[config.mk]
export PLATFORM = sky130hd
export DESIGN_NAME = camera_capture_ctrl
export DESIGN_NICKNAME = d
export VERILOG_FILES = /design/src/rtl/camera_capture_ctrl.sv
export SDC_FILE = /design/constraint.sdc
export NUM_CORES = 1
export LEC_CHECK = 0
export BUFFER_PORTS_ARGS = -buffer_cell sky130_fd_sc_hd__buf_2
export CAP_MARGIN = 10
export CORE_MARGIN = 8
export CORE_UTILIZATION = 25
export DETAILED_ROUTE_END_ITERATION = 6
export GPL_TIMING_DRIVEN = 0
export HOLD_SLACK_MARGIN = 0.03
export SLEW_MARGIN = 10
export SYNTH_ARGS = -nofsm -noshare
export SYNTH_HDL_FRONTEND = slang
export SYNTH_SLANG_ARGS = --single-unit
[constraint.sdc]
create_clock -name clk_pixel_in -period 4.7 [get_ports clk_pixel_in]
set_input_delay 0.47 -clock clk_pixel_in [delete_from_list [all_inputs] [get_ports clk_pixel_in]]
set_output_delay 0.47 -clock clk_pixel_in [all_outputs]
set_load 0.005 [all_outputs]
[src/rtl/camera_capture_ctrl.sv]
// camera_capture_ctrl: aligns to a frame boundary after arm and streams pixels to the frame buffer
// with row-major addressing, row/column counters and sticky short-line/short-frame status.
module camera_capture_ctrl #(
    parameter int H_ACTIVE = 320,
    parameter int V_ACTIVE = 240,
    parameter int ADDR_WIDTH = 17,
    localparam int HW = $clog2(H_ACTIVE + 1),
    localparam int VW = $clog2(V_ACTIVE + 1)
) (
    input  logic                  clk_pixel_in,
    input  logic                  rst_in,
    input  logic                  valid_in,
    input  logic [15:0]           data_in,
    input  logic                  hs_in,
    input  logic                  vs_in,
    input  logic                  arm_in,
    input  logic                  continuous_in,
    output logic                  we_out,
    output logic [ADDR_WIDTH-1:0] addr_out,
    output logic [15:0]           pixel_out,
    output logic [HW-1:0]         hcount_out,
    output logic [VW-1:0]         vcount_out,
    output logic                  busy_out,
    output logic                  frame_done_out,
    output logic                  line_err_out,
    output logic                  frame_err_out
);
    typedef enum logic [1:0] {IDLE, SYNC_LOW, SYNC_HIGH, CAPTURE} state_t;
    localparam logic [HW-1:0] H_LIM = HW'(H_ACTIVE);
    localparam logic [VW-1:0] V_LIM = VW'(V_ACTIVE);
    state_t state;
    logic hs_prev, vs_prev, hs_fall, vs_rise, vs_fall, accept, line_adv;
    logic [ADDR_WIDTH-1:0] wr_addr;
    logic [HW-1:0] h_next;
    logic [VW-1:0] v_next;
    always_comb begin
        hs_fall = hs_prev & ~hs_in;
        vs_rise = ~vs_prev & vs_in;
        vs_fall = vs_prev & ~vs_in;
        accept = (state == CAPTURE) && valid_in && hs_in && vs_in && (hcount_out < H_LIM) && (vcount_out < V_LIM);
        line_adv = hs_fall && (vcount_out < V_LIM);
        h_next = hcount_out + HW'(accept);
        v_next = line_adv ? vcount_out + VW'(1) : vcount_out;
    end
    assign busy_out = (state != IDLE);
    always_ff @(posedge clk_pixel_in) begin
        if (rst_in) begin
            state <= IDLE;
            hs_prev <= 1'b0;
            vs_prev <= 1'b0;
            we_out <= 1'b0;
            addr_out <= '0;
            pixel_out <= '0;
            hcount_out <= '0;
            vcount_out <= '0;
            wr_addr <= '0;
            frame_done_out <= 1'b0;
            line_err_out <= 1'b0;
            frame_err_out <= 1'b0;
        end else begin
            hs_prev <= hs_in;
            vs_prev <= vs_in;
            we_out <= accept;
            frame_done_out <= 1'b0;
            if (accept) begin
                addr_out <= wr_addr;
                pixel_out <= data_in;
            end
            case (state)
                IDLE: if (arm_in) begin
                    state <= SYNC_LOW;
                    line_err_out <= 1'b0;
                    frame_err_out <= 1'b0;
                end
                SYNC_LOW: if (!vs_in) state <= SYNC_HIGH;
                SYNC_HIGH: if (vs_rise) begin
                    state <= CAPTURE;
                    hcount_out <= '0;
                    vcount_out <= '0;
                    wr_addr <= '0;
                end
                CAPTURE: begin
                    hcount_out <= h_next;
                    wr_addr <= wr_addr + ADDR_WIDTH'(accept);
                    // next line base = current base + H_ACTIVE, derived from the column position
                    if (line_adv) begin
                        line_err_out <= line_err_out | (h_next < H_LIM);
                        hcount_out <= '0;
                        vcount_out <= v_next;
                        wr_addr <= wr_addr + ADDR_WIDTH'(H_ACTIVE) - ADDR_WIDTH'(hcount_out);
                    end
                    if (vs_fall) begin
                        frame_done_out <= 1'b1;
                        frame_err_out <= frame_err_out | (v_next < V_LIM);
                        state <= continuous_in ? SYNC_HIGH : IDLE;
                    end
                end
            endcase
        end
    end
endmodule

### Yosys cells after proc, flatten, opt, wreduce, memory -nomap -nowiden

Index checks and enable logic that the tools add are counted.

| cells by class | value |
|---|---|
| add/sub/neg operators | 5 |
| magnitude comparators | 4 |
| equal/unequal tests | 8 |
| muxes and demuxes | 22 |
| bitwise logic cells | 9 |
| reductions and logical operators | 16 |

Operators by type and width:

| cell | count |
|---|---|
| 17-bit two-way mux | 2 |
| 17-bit one-hot mux with 2 select lines | 1 |
| 8-bit two-way mux | 3 |
| 9-bit less-than comparator (second input constant) | 2 |
| 9-bit two-way mux | 2 |
| 9-bit one-hot mux with 2 select lines | 1 |
| 17-bit by 1-bit adder with 17-bit output | 1 |
| 17-bit by 9-bit adder with 17-bit output (second input constant) | 1 |
| 17-bit by 9-bit subtractor with 17-bit output | 1 |
| 8-bit less-than comparator (second input constant) | 2 |
| 8-bit one-hot mux with 2 select lines | 1 |
| 2-bit two-way mux | 5 |
| 2-bit inequality test (second input constant) | 5 |
| 9-bit by 1-bit adder with 9-bit output | 1 |
| 3-bit AND reduction | 3 |
| 8-bit by 1-bit adder with 8-bit output (second input constant) | 1 |
| 2-bit one-hot mux with 4 select lines | 1 |
| 1-bit logical AND | 6 |
| 2-bit nonzero test | 3 |
| 2-bit == test (second input constant) | 2 |
| 1-bit two-way mux | 4 |
| 1-bit NOT | 4 |
| 1-bit one-hot mux with 2 select lines | 2 |
| 4-bit AND reduction | 1 |
| other kinds (6) | 9 |

| storage, ports and cells | value |
|---|---|
| register bits | 75 |
| output and inout bits | 55 |
| word-level logic and storage cells | 76 |

### Longest topological paths before layout

Gate-level depths: netlist of the first run.

| logic depth | value |
|---|---|
| word-level depth | 11 |
| gate-level depth with buffers | 15 |

### Least setup slack after synthesis of the first run

No wires, ideal clock.

| timing path | value |
|---|---|
| path type | register to register |
| start point | register state[0] |
| end point | register wr_addr[16] |
| library setup time | 0.124 ns |
| data arrival time | 2.783 ns |
| required time | 4.576 ns |
| path slack | 1.793 ns |
| cell stages (with the launch flop) | 16 |
| path buffers | 3 |
| clock period less this slack | 2.907 ns |
| cells stage by stage | dfxtp_1 > buf_2 > and2_1 > buf_2 > and3_1 > nand4_2 > inv_2 > buf_2 > ha_1 > ha_1 > nand4_1 > nor4_2 > nand4_1 > a21o_1 > a22oi_1 > a211oi_2 |

| on the way | value |
|---|---|
| word-level cells in the longest chain between the ends | 9 |

RTL lines:

| element | line | source |
|---|---|---|
| start, declared | 31 | `state_t state;` |
| start signal, assigned | 95 | `state <= continuous_in ? SYNC_HIGH : IDLE;` |
| 2-bit == test | 40 | `accept = (state == CAPTURE) && valid_in && hs_in && vs_in && (hcount_out < H_LIM) && (vcount_out < V_LIM);` |
| 1-bit logical AND (5 in a row) | 40 |  |
| net accept | 32 | `logic hs_prev, vs_prev, hs_fall, vs_rise, vs_fall, accept, line_adv;` |
| 17-bit by 1-bit adder with 17-bit output | 84 | `wr_addr <= wr_addr + ADDR_WIDTH'(accept);` |
| 17-bit two-way mux | 86 | `if (line_adv) begin` |
| 17-bit one-hot mux with 2 select lines | 69 | `case (state)` |
| end signal, assigned | 84 |  |
| end signal, assigned | 90 | `wr_addr <= wr_addr + ADDR_WIDTH'(H_ACTIVE) - ADDR_WIDTH'(hcount_out);` |
| end, declared | 33 | `logic [ADDR_WIDTH-1:0] wr_addr;` |

The timed path passes the listed nets, and every way through them passes these cells.
A chain may end at the register's enable or synchronous reset.

### Worst setup path after layout of the first run

Same ends and word-level chain as after synthesis.

==> out/metrics.yaml, run 1 <==
hold_violations: 0
place_ws_ns: 0.830
synth_cell_type_count: 70
drtIter0Drc: 324
fin_crit_ns: 3.86
timing.fmax_mhz: 259
rsz0062_at_grt: "no"
die_h_um: 150
drc_errors: 0
muxShareOfSynthArea: 0.00223
coreArea_um2: 17800
ir_drop_mv: 0.170
cts_tree: "yes"
grt_max_degree: 14
p_leak_nw: 2.22
clk_pin_slew_ns: 0.06
synth_compound_area_frac: 0.244
layout_common_cells: "nand2_1, buf_2, a21oi_1"
ys_seq_area_frac: 0.335
drt_pass1_iterations: 5
relSlewSlack: 0.543
setup_viol: 0
worstSetupStartpointType: "flip-flop"
nNetsFinal: 723
critPathCaptureType: "flip-flop"
fin_ws_ns: 0.836
critical_path_class: "flip-flop to flip-flop"
antenna_found_initial: 0
synthCells: 576
grt.overflow.total: 0
synth_enable_flop_cells: 0
cts-resized-gates: 0
yosys_warnings: 0
clk_path_buf_depth: 2
worstPathCellList: "buf_2 > and2_1 > buf_2 > and3_1 > nand4_2 > inv_2 > buf_2 > ha_1 > ha_1 > nand4_1 > nor4_2 > nand4_1 > o21ai_0 > a22oi_1 > a211oi_2"
syn_area_um2: 4490
cp.buffers_inverters: 4
drv_slew: 0
wl_per_cell_um: 15.6
cap_violations: 0
grt_pass1_wl_um: 22600
required_ns: 4.97
area_growth_pct: 23.1
drtAntennaViolNets: 0
layout-drive-gt1-share: 0.181
power.total_mw: 1.57
vias: 4453
arrival_ns: 4.13
crit_family: "simple AND/OR/NAND/NOR gates"
outcome: "completed"
mostFrequentLayoutCell: "nand2_1"
mappedNetlistNets: 635
htreeDepth: 3
slowest_delay_ns: 0.49
insertion_delay_ns: 0.34
initial_core_util: 0.252
crit_slowest_cell: "nor4_2"
dp_cells: 882
period_share: 0.822
fin_skew_ns: 0.00808
synth_xor_area_frac: 0.0234
hp-class: "primary input to flip-flop"
io_pins: 78
cpMostUsedCell: "buf_2"
synth_fa_ha_area_frac: 0.102
synth-seq-cells: 75
powerDensity_nw_per_um2: 284
cts_setup_buffers: 0
cts_root_buf: "clkbuf_16"
async_flop_share: 0
rows: 49
instances_no_fill: 898
vias_per_cell: 4.96
numCtsBuffers: 9
port_buffers: 77
gp_congestion: 0.917
wl_um: 14000
tns_ns: 0
grt_use_total: 0.126
synth_top_family_by_area: "compound AO/OA/AOI/OAI gates"
first_global_vias: 4217
fp.dieW_um: 150
synthSimpleGateAreaFrac: 0.236
die_area_um2: 22500
diodes: 0
ys.flop_type: "dfxtp_1"
cts-hold-fix-buffers: 0
tightest_slew_ns: 0.681
cp_max_fo: 11
dp_hpwl_um: 10600
cts.sinks: 75
synth.avg_cell_area_um2: 7.79
-- Yosys cell counts, drive strengths merged, types with 2 or more instances --
| cell | instances | share of area |
|---|---|---|
| nand4 | 10 | 0.015 |
| o21a | 4 | 0.0067 |
| o2111ai | 3 | 0.0059 |
| o211ai | 4 | 0.0078 |
| a211oi | 7 | 0.013 |
| o211a | 2 | 0.0045 |
| nor3b | 3 | 0.0050 |
| nand2 | 95 | 0.079 |
| dfxtp | 75 | 0.33 |
| and4 | 4 | 0.0078 |
| nand2b | 2 | 0.0028 |
| o311ai | 3 | 0.0059 |
| nand3 | 15 | 0.017 |
| buf | 11 | 0.012 |
| a31oi | 2 | 0.0028 |
| a21o | 9 | 0.015 |
| nor2b | 8 | 0.011 |
| o21ai | 38 | 0.042 |
| a311oi | 3 | 0.0059 |
| xor2 | 6 | 0.012 |
| and3 | 12 | 0.017 |
| a221oi | 2 | 0.0039 |
| clkbuf | 18 | 0.022 |
| or4 | 2 | 0.0033 |
| ha | 35 | 0.098 |
| a22oi | 7 | 0.012 |
| and2 | 6 | 0.0086 |
| a21oi | 80 | 0.089 |
| o41ai | 2 | 0.0056 |
| xnor2 | 6 | 0.012 |
| or3 | 8 | 0.012 |
| nor3 | 12 | 0.013 |
| inv | 29 | 0.024 |
| nor4 | 4 | 0.0070 |
| nor2 | 30 | 0.026 |
-- state kept, by name, summed over array words and instances (netlist names) --
register / flops
line_err_out: 1
frame_err_out: 1
hs_prev: 1
pixel_out: 16
we_out: 1
state: 2
hcount_out: 9
frame_done_out: 1
vs_prev: 1
wr_addr: 17
vcount_out: 8
addr_out: 17
-- worst min-delay path, stage by stage --
cell	delay [ns]
buf_2	0.09
nand2_1	0.04
a21oi_1	0.05
-- path summary, 6_finish.rpt --
| kind | from | end | slack (ns) | cells past startpoint |
|---|---|---|---|---|
| setup / recovery | state[0]$_SDFFE_PP0P_ | wr_addr[16]$_SDFFE_PP0P_ | 0.84 | 15 |
| hold / removal | data_in[0] | pixel_out[0]$_SDFFE_PP0N_ | 0.36 | 3 |
| setup reg to reg | state[0]$_SDFFE_PP0P_ | wr_addr[16]$_SDFFE_PP0P_ | 0.84 | 15 |
| hold reg to reg | pixel_out[8]$_SDFFE_PP0N_ | pixel_out[8]$_SDFFE_PP0N_ | 0.45 | 2 |
-- metal layers --
metal  track usage  part of all wire  vias up
met2         0.187              0.42      159
met3        0.0327             0.090        9
li1              -                 -     2245
met5             0                 0        -
met1         0.178              0.48     2040
met4        0.0225            0.0078        0
-- per-stage QoR --
step	util	hold WS (ns)	cell area, µm²
CTS	0.311	0.351	5520
detailed placement	0.290	0.445	5160
global route	0.311	0.364	5520
floorplan	-	0.450	4490
finish	0.311	0.362	5520
global placement	0.290	0.440	5160
-- power breakdown --
group / total (mW) / internal [mW] / switching [mW]
registers: 0.641 / 0.639 / 0.00186
logic: 0.0786 / 0.0266 / 0.0520
clock network: 0.849 / 0.571 / 0.278
total: 1.57 / 1.24 / 0.332
-- cells by family (layout without fill, tap and decap cells) --
logic type | count (synthesis) | after routing
simple gates | 216 | 216
buf+inv | 58 | 151
xor+xnor | 12 | 12
compound gates | 178 | 178
mux | 1 | 1
flops | 75 | 75
fa+ha+maj | 36 | 36
-- area by class of cell --
cell class	count	area (µm²)
well taps	229	287
plain buffers	29	153
clock buffers	9	225
multi-input cells	443	2720
clock inverters	7	140
inverters	29	109
flip-flops and latches	75	1500
fillers	1933	12300
repair buffers	77	385
Note: power is estimated with default switching activity, not from simulation.
==> inputs of run 2 (changes only) <==
==> constraint.sdc (replaced) <==
create_clock -name clk_pixel_in -period 3.65 [get_ports clk_pixel_in]
set_input_delay 0.365 -clock clk_pixel_in [delete_from_list [all_inputs] [get_ports clk_pixel_in]]
set_output_delay 0.365 -clock clk_pixel_in [all_outputs]
set_load 0.005 [all_outputs]
==> out/metrics.yaml, run 2 (synthesized netlist as in run 1, its figures left out) <==
critical_path_class: "flip-flop to flip-flop"  # unchanged
p_leak_nw: 2.24  # was 2.22 nW
outcome: "completed"  # unchanged
min_path_cells: 3  # unchanged
fp.dieW_um: 150  # unchanged
diodes: 0  # unchanged
cts.sinks: 75  # unchanged
critPathCaptureType: "flip-flop"  # unchanged
whs_ns: 0.260  # was 0.362 ns
nNetsFinal: 723  # unchanged
power.total_mw: 2.02  # was 1.57 mW
rrSetupSlack_ns: 0.24  # was 0.84 ns
arrival_ns: 3.67  # was 4.13 ns
first_global_vias: 4232  # was 4217
wl_um: 14000  # about the same
cts_root_buf: "clkbuf_16"  # unchanged
drv_slew: 0  # unchanged
insertion_delay_ns: 0.34  # about the same
die_area_um2: 22500  # unchanged
vias: 4456  # was 4453
reg2reg_depth: 12  # was 15
worstSetupStartpointType: "flip-flop"  # unchanged
grt_pass1_wl_um: 22600  # about the same
powerDensity_nw_per_um2: 363  # was 284 nW/µm²
initial_core_util: 0.252  # unchanged
hp-class: "primary input to flip-flop"  # unchanged
cts-hold-fix-buffers: 0  # unchanged
drtAntennaViolNets: 0  # unchanged
drtIter0Drc: 321  # was 324
clk_path_buf_depth: 2  # unchanged
drt_pass1_iterations: 5  # unchanged
tns_ns: 0  # unchanged
setup_viol: 0  # unchanged
min_to: "pixel_out[0]$_SDFFE_PP0N_"  # unchanged
worst_r2r_startpoint: "hcount_out[6]$_SDFFE_PP0P_"  # was state[0]$_SDFFE_PP0P_
die_h_um: 150  # unchanged
rows: 49  # unchanged
coreArea_um2: 17800  # unchanged
mostFrequentLayoutCell: "nand2_1"  # unchanged
timing.fmax_mhz: 294  # was 259 MHz
clk_pin_slew_ns: 0.06  # about the same
vias_per_cell: 4.96  # about the same
fin_crit_ns: 3.41  # was 3.86 ns
grt.overflow.total: 0  # unchanged
numCtsBuffers: 9  # unchanged
r2r-end: "wr_addr[16]$_SDFFE_PP0P_"  # unchanged
layout_common_cells: "nand2_1, buf_2, a21oi_1"  # unchanged
fin_skew_ns: 0.00899  # was 0.00808 ns
wl_per_cell_um: 15.6  # about the same
cap_violations: 0  # unchanged
rsz0062_at_grt: "no"  # unchanged
grt_max_degree: 18  # was 14
multiInputGateArea_um2: 2740  # was 2720 µm²
antenna_found_initial: 0  # unchanged
hold_violations: 0  # unchanged
relSlewSlack: 0.551  # was 0.543
dp_hpwl_um: 10600  # unchanged
top_regs: "addr_out (17), wr_addr (17), pixel_out (16)"  # unchanged
cp_max_fo: 17  # was 11
io_pins: 78  # unchanged
final-seq-area_um2: 1500  # unchanged
required_ns: 3.91  # was 4.97 ns
area_growth_pct: 23.7  # was 23.1%
tightest_slew_ns: 0.669  # was 0.681 ns
fillers: 1927  # was 1933
holdCritStartpoint: "data_in[0]"  # unchanged
period_share: 0.933  # was 0.822
post-route-util: 0.312  # was 0.311
htreeDepth: 3  # unchanged
ir_drop_mv: 0.218  # was 0.170 mV
grt_use_total: 0.126  # about the same
gp_congestion: 0.917  # unchanged
cts_tree: "yes"  # unchanged
layout-drive-gt1-share: 0.181  # unchanged
port_buffers: 77  # unchanged
drc_errors: 0  # unchanged
-- run 2: cell types whose count changed in the layout (fill, tap and decap cells not counted) --
cell,delta
inv_2,-1
buf_4,+1
nor4_4,+1
nand4_2,-1
buf_2,-1
inv_8,+1
nor4_2,-1
nand4_4,+1
-- run 2: worst max-delay path by stage --
| stage | to | cells after the start | start |
|---|---|---|---|
| after floorplan | wr_addr[16]$_SDFFE_PP0P_ | 15 | state[0]$_SDFFE_PP0P_ |
| after global placement | wr_addr[16]$_SDFFE_PP0P_ | 15 | state[0]$_SDFFE_PP0P_ |
| after detailed placement | wr_addr[16]$_SDFFE_PP0P_ | 15 | state[0]$_SDFFE_PP0P_ |
| after CTS | wr_addr[16]$_SDFFE_PP0P_ | 15 | state[0]$_SDFFE_PP0P_ |
| after global routing | line_err_out$_SDFFE_PP0P_ | 14 | state[0]$_SDFFE_PP0P_ |
| final | wr_addr[16]$_SDFFE_PP0P_ | 12 | hcount_out[6]$_SDFFE_PP0P_ |
-- run 2: report_power, final --
| group | switching [mW] | internal [mW] |
|---|---|---|
| logic | 0.0673 | 0.0343 |
| registers | 0.00240 | 0.823 |
| clock network | 0.355 | 0.736 |
-- run 2: metrics by stage --
stage	cells	setup WS [ns]	area (µm²)
finish	898	0.243	5550
global route	898	0.00475	5550
CTS	898	0.104	5540
detailed placement	882	-0.220	5160
global placement	882	-0.169	5160
floorplan	576	0.743	4490
-- run 2: critical path: stages (launching register included) --
cell and delay (ns):
dfxtp_1 0.41, o21ai_0 0.53, nand4_4 0.34, inv_8 0.22
ha_1 0.22, ha_1 0.23, nand4_1 0.27, nor4_4 0.27
buf_4 0.18, nand4_1 0.16, o21ai_0 0.19, a22oi_1 0.11
a211oi_2 0.19
-- run 2: timing repair --
item | in CTS | in global routing
resized for setup | 2 | 4
pin swaps | 1 | 0
buffers inserted | 1 | 0
setup endpoints to repair | 4 | 4
endpoints found under the hold margin | 0 | 0
-- run 2: area by class of cell --
cell class              instances  share of cell area
multi-input cells             443               0.494
flip-flops and latches         75               0.270
repair buffers                 78              0.0708
well taps                     229              0.0516
clock buffers                   9              0.0406
plain buffers                  28              0.0266
clock inverters                 7              0.0252
inverters                      29              0.0210
-- run 2: routing by layer --
metal  vias to the layer above  wire (µm)  track usage  share of wire
li1                       2247          -            -              -
met1                      2039       6630        0.178           0.47
met2                       163       5840        0.187           0.42
met3                         7       1430       0.0348           0.10
met4                         0         86       0.0225         0.0061
met5                         -          0            0              0
